`config.mk`:
```
export PLATFORM = sky130hd
export DESIGN_NAME = ifetch_line_buffer
export DESIGN_NICKNAME = d
export VERILOG_FILES = /design/src/rtl/ifetch_line_buffer_pkg.sv /design/src/rtl/ifetch_line_storage.sv /design/src/rtl/ifetch_line_buffer.sv
export SDC_FILE = /design/constraint.sdc
export NUM_CORES = 1
export LEC_CHECK = 0
export CAP_MARGIN = 15
export CORE_MARGIN = 5
export CORE_UTILIZATION = 40
export DETAILED_ROUTE_END_ITERATION = 12
export MAX_ROUTING_LAYER = met4
export PLACE_DENSITY_LB_ADDON = 0.25
export SLEW_MARGIN = 40
export SYNTH_ARGS = -nofsm -noshare
export SYNTH_HDL_FRONTEND = slang
export SYNTH_SLANG_ARGS = --single-unit
export TNS_END_PERCENT = 10
```
`constraint.sdc`:
```
create_clock -name clk_i -period 3.9 [get_ports clk_i]
set_input_delay 0.975 -clock clk_i [delete_from_list [all_inputs] [get_ports clk_i]]
set_output_delay 0.975 -clock clk_i [all_outputs]
set_load 0.005 [all_outputs]
```
`src/rtl/ifetch_line_buffer_pkg.sv`:
```
// rtl/ifetch_line_buffer_pkg.sv - shared types and constants for the instruction line buffer
package ifetch_line_buffer_pkg;

  typedef enum logic {
    IDLE = 1'b0,
    FILL = 1'b1
  } fill_state_e;

  localparam logic [31:0] NOP_INSTRUCTION = 32'h0000_0013;

  localparam int unsigned LINE_WORDS_DEFAULT   = 4;
  localparam logic [32:0] MEMORY_BYTES_DEFAULT = 33'h0_0001_0000;

endpackage

```
`src/rtl/ifetch_line_storage.sv`:
```
// rtl/ifetch_line_storage.sv - one instruction line: word array, per-word valid bits, tag, hit lookup
module ifetch_line_storage #(
  parameter  int unsigned LINE_WORDS = 4,
  localparam int unsigned IDX_W      = $clog2(LINE_WORDS),
  localparam int unsigned TAG_W      = 30 - IDX_W
) (
  input  logic             clk_i,
  input  logic             rst_i,
  input  logic             clear_i,
  input  logic             load_tag_i,
  input  logic [TAG_W-1:0] tag_i,
  input  logic             wr_en_i,
  input  logic [IDX_W-1:0] wr_idx_i,
  input  logic [31:0]      wr_data_i,
  input  logic [TAG_W-1:0] rd_tag_i,
  input  logic [IDX_W-1:0] rd_idx_i,
  output logic             hit_o,
  output logic [31:0]      rd_data_o,
  output logic [TAG_W-1:0] line_tag_o
);

  logic [31:0]           words_q [LINE_WORDS];
  logic [LINE_WORDS-1:0] word_valid_q, word_valid_d;
  logic [TAG_W-1:0]      line_tag_q;

  // Clear wins over a same-cycle write so a final word landing with an invalidate leaves the line empty.
  always_comb begin
    word_valid_d = word_valid_q;
    if (wr_en_i) word_valid_d[wr_idx_i] = 1'b1;
    if (clear_i) word_valid_d = '0;
  end

  always_ff @(posedge clk_i or posedge rst_i) begin
    if (rst_i) begin
      word_valid_q <= '0;
      line_tag_q   <= '0;
    end else begin
      word_valid_q <= word_valid_d;
      if (load_tag_i) line_tag_q <= tag_i;
    end
  end

  always_ff @(posedge clk_i) begin
    if (wr_en_i) words_q[wr_idx_i] <= wr_data_i;
  end

  assign hit_o      = (line_tag_q == rd_tag_i) && word_valid_q[rd_idx_i];
  assign rd_data_o  = words_q[rd_idx_i];
  assign line_tag_o = line_tag_q;

endmodule

```
`src/rtl/ifetch_line_buffer.sv`:
```
// rtl/ifetch_line_buffer.sv - fetch-side responder: single-line buffer refilled over an in-order read channel
module ifetch_line_buffer
  import ifetch_line_buffer_pkg::*;
#(
  parameter int unsigned LINE_WORDS   = LINE_WORDS_DEFAULT,
  parameter logic [32:0] MEMORY_BYTES = MEMORY_BYTES_DEFAULT
) (
  input  logic        clk_i,
  input  logic        rst_i,
  input  logic [31:0] instruction_address_i,
  output logic        instruction_data_valid_o,
  output logic [31:0] instruction_data_o,
  input  logic        invalidate_i,
  output logic        mem_read_valid_o,
  output logic [31:0] mem_read_address_o,
  input  logic        mem_read_ready_i,
  input  logic        mem_response_valid_i,
  input  logic [31:0] mem_response_data_i
);

  localparam int unsigned IDX_W = $clog2(LINE_WORDS);
  localparam int unsigned CNT_W = IDX_W + 1;
  localparam int unsigned TAG_W = 30 - IDX_W;
  localparam logic [CNT_W-1:0] WORDS     = CNT_W'(LINE_WORDS);
  localparam logic [CNT_W-1:0] LAST_WORD = CNT_W'(LINE_WORDS - 1);
  localparam logic [CNT_W-1:0] ONE       = CNT_W'(1);

  fill_state_e      state_q, state_d;
  logic [CNT_W-1:0] req_count_q, req_count_d;
  logic [CNT_W-1:0] resp_count_q, resp_count_d;
  logic             pending_inval_q, pending_inval_d;
  logic             clear, load_tag, wr_en, hit, in_range, req_open;
  logic [31:0]      rd_data;
  logic [TAG_W-1:0] addr_tag, line_tag;
  logic [IDX_W-1:0] addr_idx;

  assign addr_idx = instruction_address_i[IDX_W+1:2];
  assign addr_tag = instruction_address_i[31:IDX_W+2];
  assign in_range = {1'b0, instruction_address_i} < MEMORY_BYTES;

  ifetch_line_storage #(.LINE_WORDS(LINE_WORDS)) u_storage (
    .clk_i      (clk_i),
    .rst_i      (rst_i),
    .clear_i    (clear),
    .load_tag_i (load_tag),
    .tag_i      (addr_tag),
    .wr_en_i    (wr_en),
    .wr_idx_i   (resp_count_q[IDX_W-1:0]),
    .wr_data_i  (mem_response_data_i),
    .rd_tag_i   (addr_tag),
    .rd_idx_i   (addr_idx),
    .hit_o      (hit),
    .rd_data_o  (rd_data),
    .line_tag_o (line_tag)
  );

  assign req_open = (state_q == FILL) && (req_count_q < WORDS);

  always_comb begin
    state_d         = state_q;
    req_count_d     = req_count_q;
    resp_count_d    = resp_count_q;
    pending_inval_d = pending_inval_q;
    clear           = 1'b0;
    load_tag        = 1'b0;
    wr_en           = 1'b0;
    case (state_q)
      IDLE: begin
        if (invalidate_i) clear = 1'b1;
        if (in_range && !hit) begin
          load_tag     = 1'b1;
          clear        = 1'b1;
          req_count_d  = '0;
          resp_count_d = '0;
          state_d      = FILL;
        end
      end
      FILL: begin
        if (req_open && mem_read_ready_i) req_count_d = req_count_q + ONE;
        if (invalidate_i) pending_inval_d = 1'b1;
        // The fill always drains; a deferred invalidate takes effect with the last word.
        if (mem_response_valid_i) begin
          wr_en        = 1'b1;
          resp_count_d = resp_count_q + ONE;
          if (resp_count_q == LAST_WORD) begin
            state_d = IDLE;
            if (pending_inval_q || invalidate_i) begin
              clear           = 1'b1;
              pending_inval_d = 1'b0;
            end
          end
        end
      end
      default: state_d = IDLE;
    endcase
  end

  always_ff @(posedge clk_i or posedge rst_i) begin
    if (rst_i) begin
      state_q         <= IDLE;
      req_count_q     <= '0;
      resp_count_q    <= '0;
      pending_inval_q <= 1'b0;
    end else begin
      state_q         <= state_d;
      req_count_q     <= req_count_d;
      resp_count_q    <= resp_count_d;
      pending_inval_q <= pending_inval_d;
    end
  end

  assign mem_read_valid_o   = req_open;
  assign mem_read_address_o = req_open ? ({line_tag, {(IDX_W+2){1'b0}}} + (32'(req_count_q) << 2)) : 32'h0;

  always_comb begin
    instruction_data_valid_o = 1'b0;
    instruction_data_o       = 32'h0;
    if (!in_range) begin
      instruction_data_valid_o = 1'b1;
      instruction_data_o       = NOP_INSTRUCTION;
    end else if (hit && !pending_inval_q) begin
      instruction_data_valid_o = 1'b1;
      instruction_data_o       = rd_data;
    end
  end

endmodule

```
==> flow_metrics.tcl, run 1 <==
set metrics [dict create \
    hold_path_depth 2 \
    portBuffers 130 \
    die_h_um 148 \
    period_share_pct 99.2 \
    die_x_um 148 \
    ys_types 40 \
    cts_tree "yes" \
    io_pins 135 \
    avgRoutedWirePerCell_um 18.9 \
    max-cap-violations 0 \
    fin_ws_ps 31.5 \
    cts.hold.buffers_added 0 \
    setup_viol 0 \
    crit_path_max_incr_delay_ps 490 \
    cts_made_buffers 17 \
    r2r_setup_slack_ps 430 \
    htree_levels 4 \
    synth_area_leaders "edfxtp_1 (50%), dfrtp_1 (13%), mux4_2 (9.7%)" \
    track_usage_pct 16.6 \
    grt_pass1_vias 4979 \
    grt_pass1_wl_um 27100 \
    ys_ff_latch 168 \
    cp-end-kind "primary output" \
    critPathKind "in -> out" \
    dp_slack_ps -431 \
    antenna_found_initial 0 \
    drive_gt1_share_pct 27.4 \
    yosysTopAreaCell "edfxtp_1" \
    hold_start "req_count_q[2]" \
    status "finished, final reports clean" \
    start_util_pct 40.6 \
    final_nets 733 \
    vias_per_cell 5.11 \
    cp_common_cell "nand4_1" \
    nFillCells 1606 \
    remaining_drc_errors 0 \
    rr_worst_depth 19 \
    dieArea_um2 21900 \
    grt_max_degree 41 \
    postRouteWirelength_um 17000 \
    yosys.area.top_type_share_pct 50.4 \
    place_hpwl_um 11300 \
    yosys_warnings 0 \
    crit_arrival_ps 2890 \
    core-area_um2 18800 \
    rsz0062_at_grt "yes" \
    worstSetupStartpointType "input pin" \
    period_needed_ps 3870 \
    worstPathCellList "clkdlybuf4s50_1, xnor2_1, nand4_1, nor4_4, buf_4, nand4_1, buf_6, buf_12, nor2b_1, clkdlybuf4s15_1" \
    synthCells 502 \
    via_count 4612 \
    hold_end "req_count_q[2]" \
    skew_ps 7.48 \
    r2r_start "u_storage.line_tag_o[16]" \
    ir_drop_v 0.000292 \
    fmax_mhz 259 \
    hold_path_class "reg -> reg" \
    cp_max_fo 13 \
    slew_headroom_pct 64.3 \
    hold_viol 0 \
    diodes 0 \
    power.total_w 0.00388 \
    cts.sinks 168 \
    place.gp.congestion 0.817 \
    clkLatencyLatePin_ps 420 \
    finalMaxSlewViolations 0 \
    synth_seq_area_share_pct 63.5 \
    leakage_nw 3.59 \
    cp_slowest_cell "clkdlybuf4s50_1" \
    gr-total-overflow 0 \
    required_ps 2920 \
    clk_path_buf_depth 2 \
    std_cell_rows 50 \
    postRouteAntennaNets 0 \
    first_iter_violations 232 \
    syn_area_per_cell_um2 15.2 \
    r2r-end "u_storage.line_tag_o[3]" \
    drtPass1Iterations 4 \
    area_growth_pct 30.8 \
    clk_pin_slew_ps 60 \
    worst_slew_pin_slew_ps 535 \
    syn-cell-area_um2 7630 \
    root_buffer "clkbuf_16" \
    powerDensity_nw_per_um2 389 \
]
[Yosys cell counts, drive strengths merged]
library cell  instances
mux4                 33
nor4                  9
nand4                13
mux2                 12
and4                  6
xnor2                43
and3                  6
or3                   3
and2                  6
o22ai                 1
a21oi                 4
or2                   1
nand2b                3
nand2                23
nor2b                44
a21o                  1
edfxtp              128
conb                  1
a31oi                 3
clkbuf               15
nor2                 32
xor2                  8
dfrtp                40
nand3                10
buf                  16
inv                  10
nor3                  9
ha                    8
o21ai                14
[final cells by class]
| type | count | area, um2 | area share (%) |
|---|---|---|---|
| flip-flops and latches | 168 | 4840 | 48.6 |
| multi-input cells | 294 | 2670 | 26.8 |
| repair buffers | 165 | 1500 | 15.0 |
| clock buffers | 17 | 425 | 4.26 |
| well taps | 234 | 293 | 2.94 |
| clock inverters | 15 | 203 | 2.03 |
| inverters | 10 | 37.5 | 0.376 |
[flip-flops by register name (all words and copies together) (netlist names)]
name / cells
u_storage.line_tag_o: 28
resp_count_q: 3
u_storage.word_valid_q: 4
req_count_q: 3
state_q: 1
pending_inval_q: 1
u_storage.words_q: 128
[through the flow]
step | TNS (ps) | util, % | instance area [um2] | instances | hold WS, ps
2_1_floorplan | 0 | - | 7630 | 503 | 482
3_3_place_gp | -12230 | 49.2 | 9230 | 852 | 504
3_5_place_dp | -11410 | 49.2 | 9230 | 852 | 517
4_1_cts | 0 | 53.3 | 10000 | 902 | 531
5_1_grt | -122 | 53.1 | 9970 | 903 | 557
6_report | 0 | 53.1 | 9970 | 903 | 531
[power breakdown]
group          switching [W]  leakage, nW  total, W  internal [W]
sequential       0.000000819         1.70   0.00193       0.00193
clock               0.000739        0.312   0.00178       0.00104
combinational      0.0000756         1.58  0.000178      0.000103
total               0.000815         3.59   0.00388       0.00307
[layer usage]
metal  GRT usage, %  part of all wire (%)  up-vias
met5              -                     0        -
met3           4.60                   5.6       17
li1               -                     -     2161
met4           4.25                   1.3        0
met1           20.4                    42     2309
met2           27.4                    51      125
[cell usage in the layout, fill, tap and decap left out, types with 20 or more instances in the layout]
master           instances
nand2_1                 22
dfrtp_1                 40
nor2_1                  31
buf_4                   27
mux4_2                  33
nor2b_1                 26
clkbuf_2                27
dlygate4sd2_1           20
xnor2_1                 42
clkdlybuf4s50_1         74
edfxtp_1               128
[repair_timing]
action                                  4_1_cts  5_1_grt
cloned                                        1        0
gates resized for setup                      74       68
setup buffers                                17        1
pin swaps                                    13        7
endpoints found under the setup margin       33       49
[critical path: cells and delay by family]
kind,cells,cell delay (ps)
buffers and inverters,5,1170
AND/OR/NAND/NOR,4,610
XOR/XNOR,1,130
[kinds of logic (layout without fill, tap and decap cells)]
| family | after synthesis | after routing | synth area share, % |
|---|---|---|---|
| other | 1 | 2 | 0.0492 |
| adder cells (fa/ha/maj) | 8 | 8 | 1.31 |
| buffers and inverters | 41 | 207 | 2.85 |
| multiplexers | 45 | 45 | 12.1 |
| AND/OR/NAND/NOR | 165 | 165 | 12.4 |
| AO/OA/AOI/OAI | 23 | 23 | 1.89 |
| XOR/XNOR | 51 | 51 | 5.86 |
| flip-flops | 168 | 168 | 63.5 |
[worst max path at each step]
stage | slack [ps] | start | to | cells past startpoint
global route | -70 | instruction_address_i[16] | instruction_data_o[11] | 10
global placement | -440 | instruction_address_i[13] | instruction_data_o[2] | 8
CTS | 4 | instruction_address_i[14] | instruction_data_o[10] | 10
detailed placement | -430 | instruction_address_i[13] | instruction_data_o[2] | 8
finish | 30 | instruction_address_i[14] | instruction_data_o[11] | 10
floorplan | 610 | instruction_address_i[2] | instruction_data_o[21] | 4
No activity file was read; power rests on OpenSTA's default activity.
==> run 2, diff against run 1 <==
--- a/config.mk
+++ b/config.mk
@@ -11,7 +11,6 @@
 export DETAILED_ROUTE_END_ITERATION = 12
 export MAX_ROUTING_LAYER = met4
 export PLACE_DENSITY_LB_ADDON = 0.25
-export SLEW_MARGIN = 40
 export SYNTH_ARGS = -nofsm -noshare
 export SYNTH_HDL_FRONTEND = slang
 export SYNTH_SLANG_ARGS = --single-unit
==> results of run 2 <==
Final layout, timing and power as in run 1 (identical DEF).
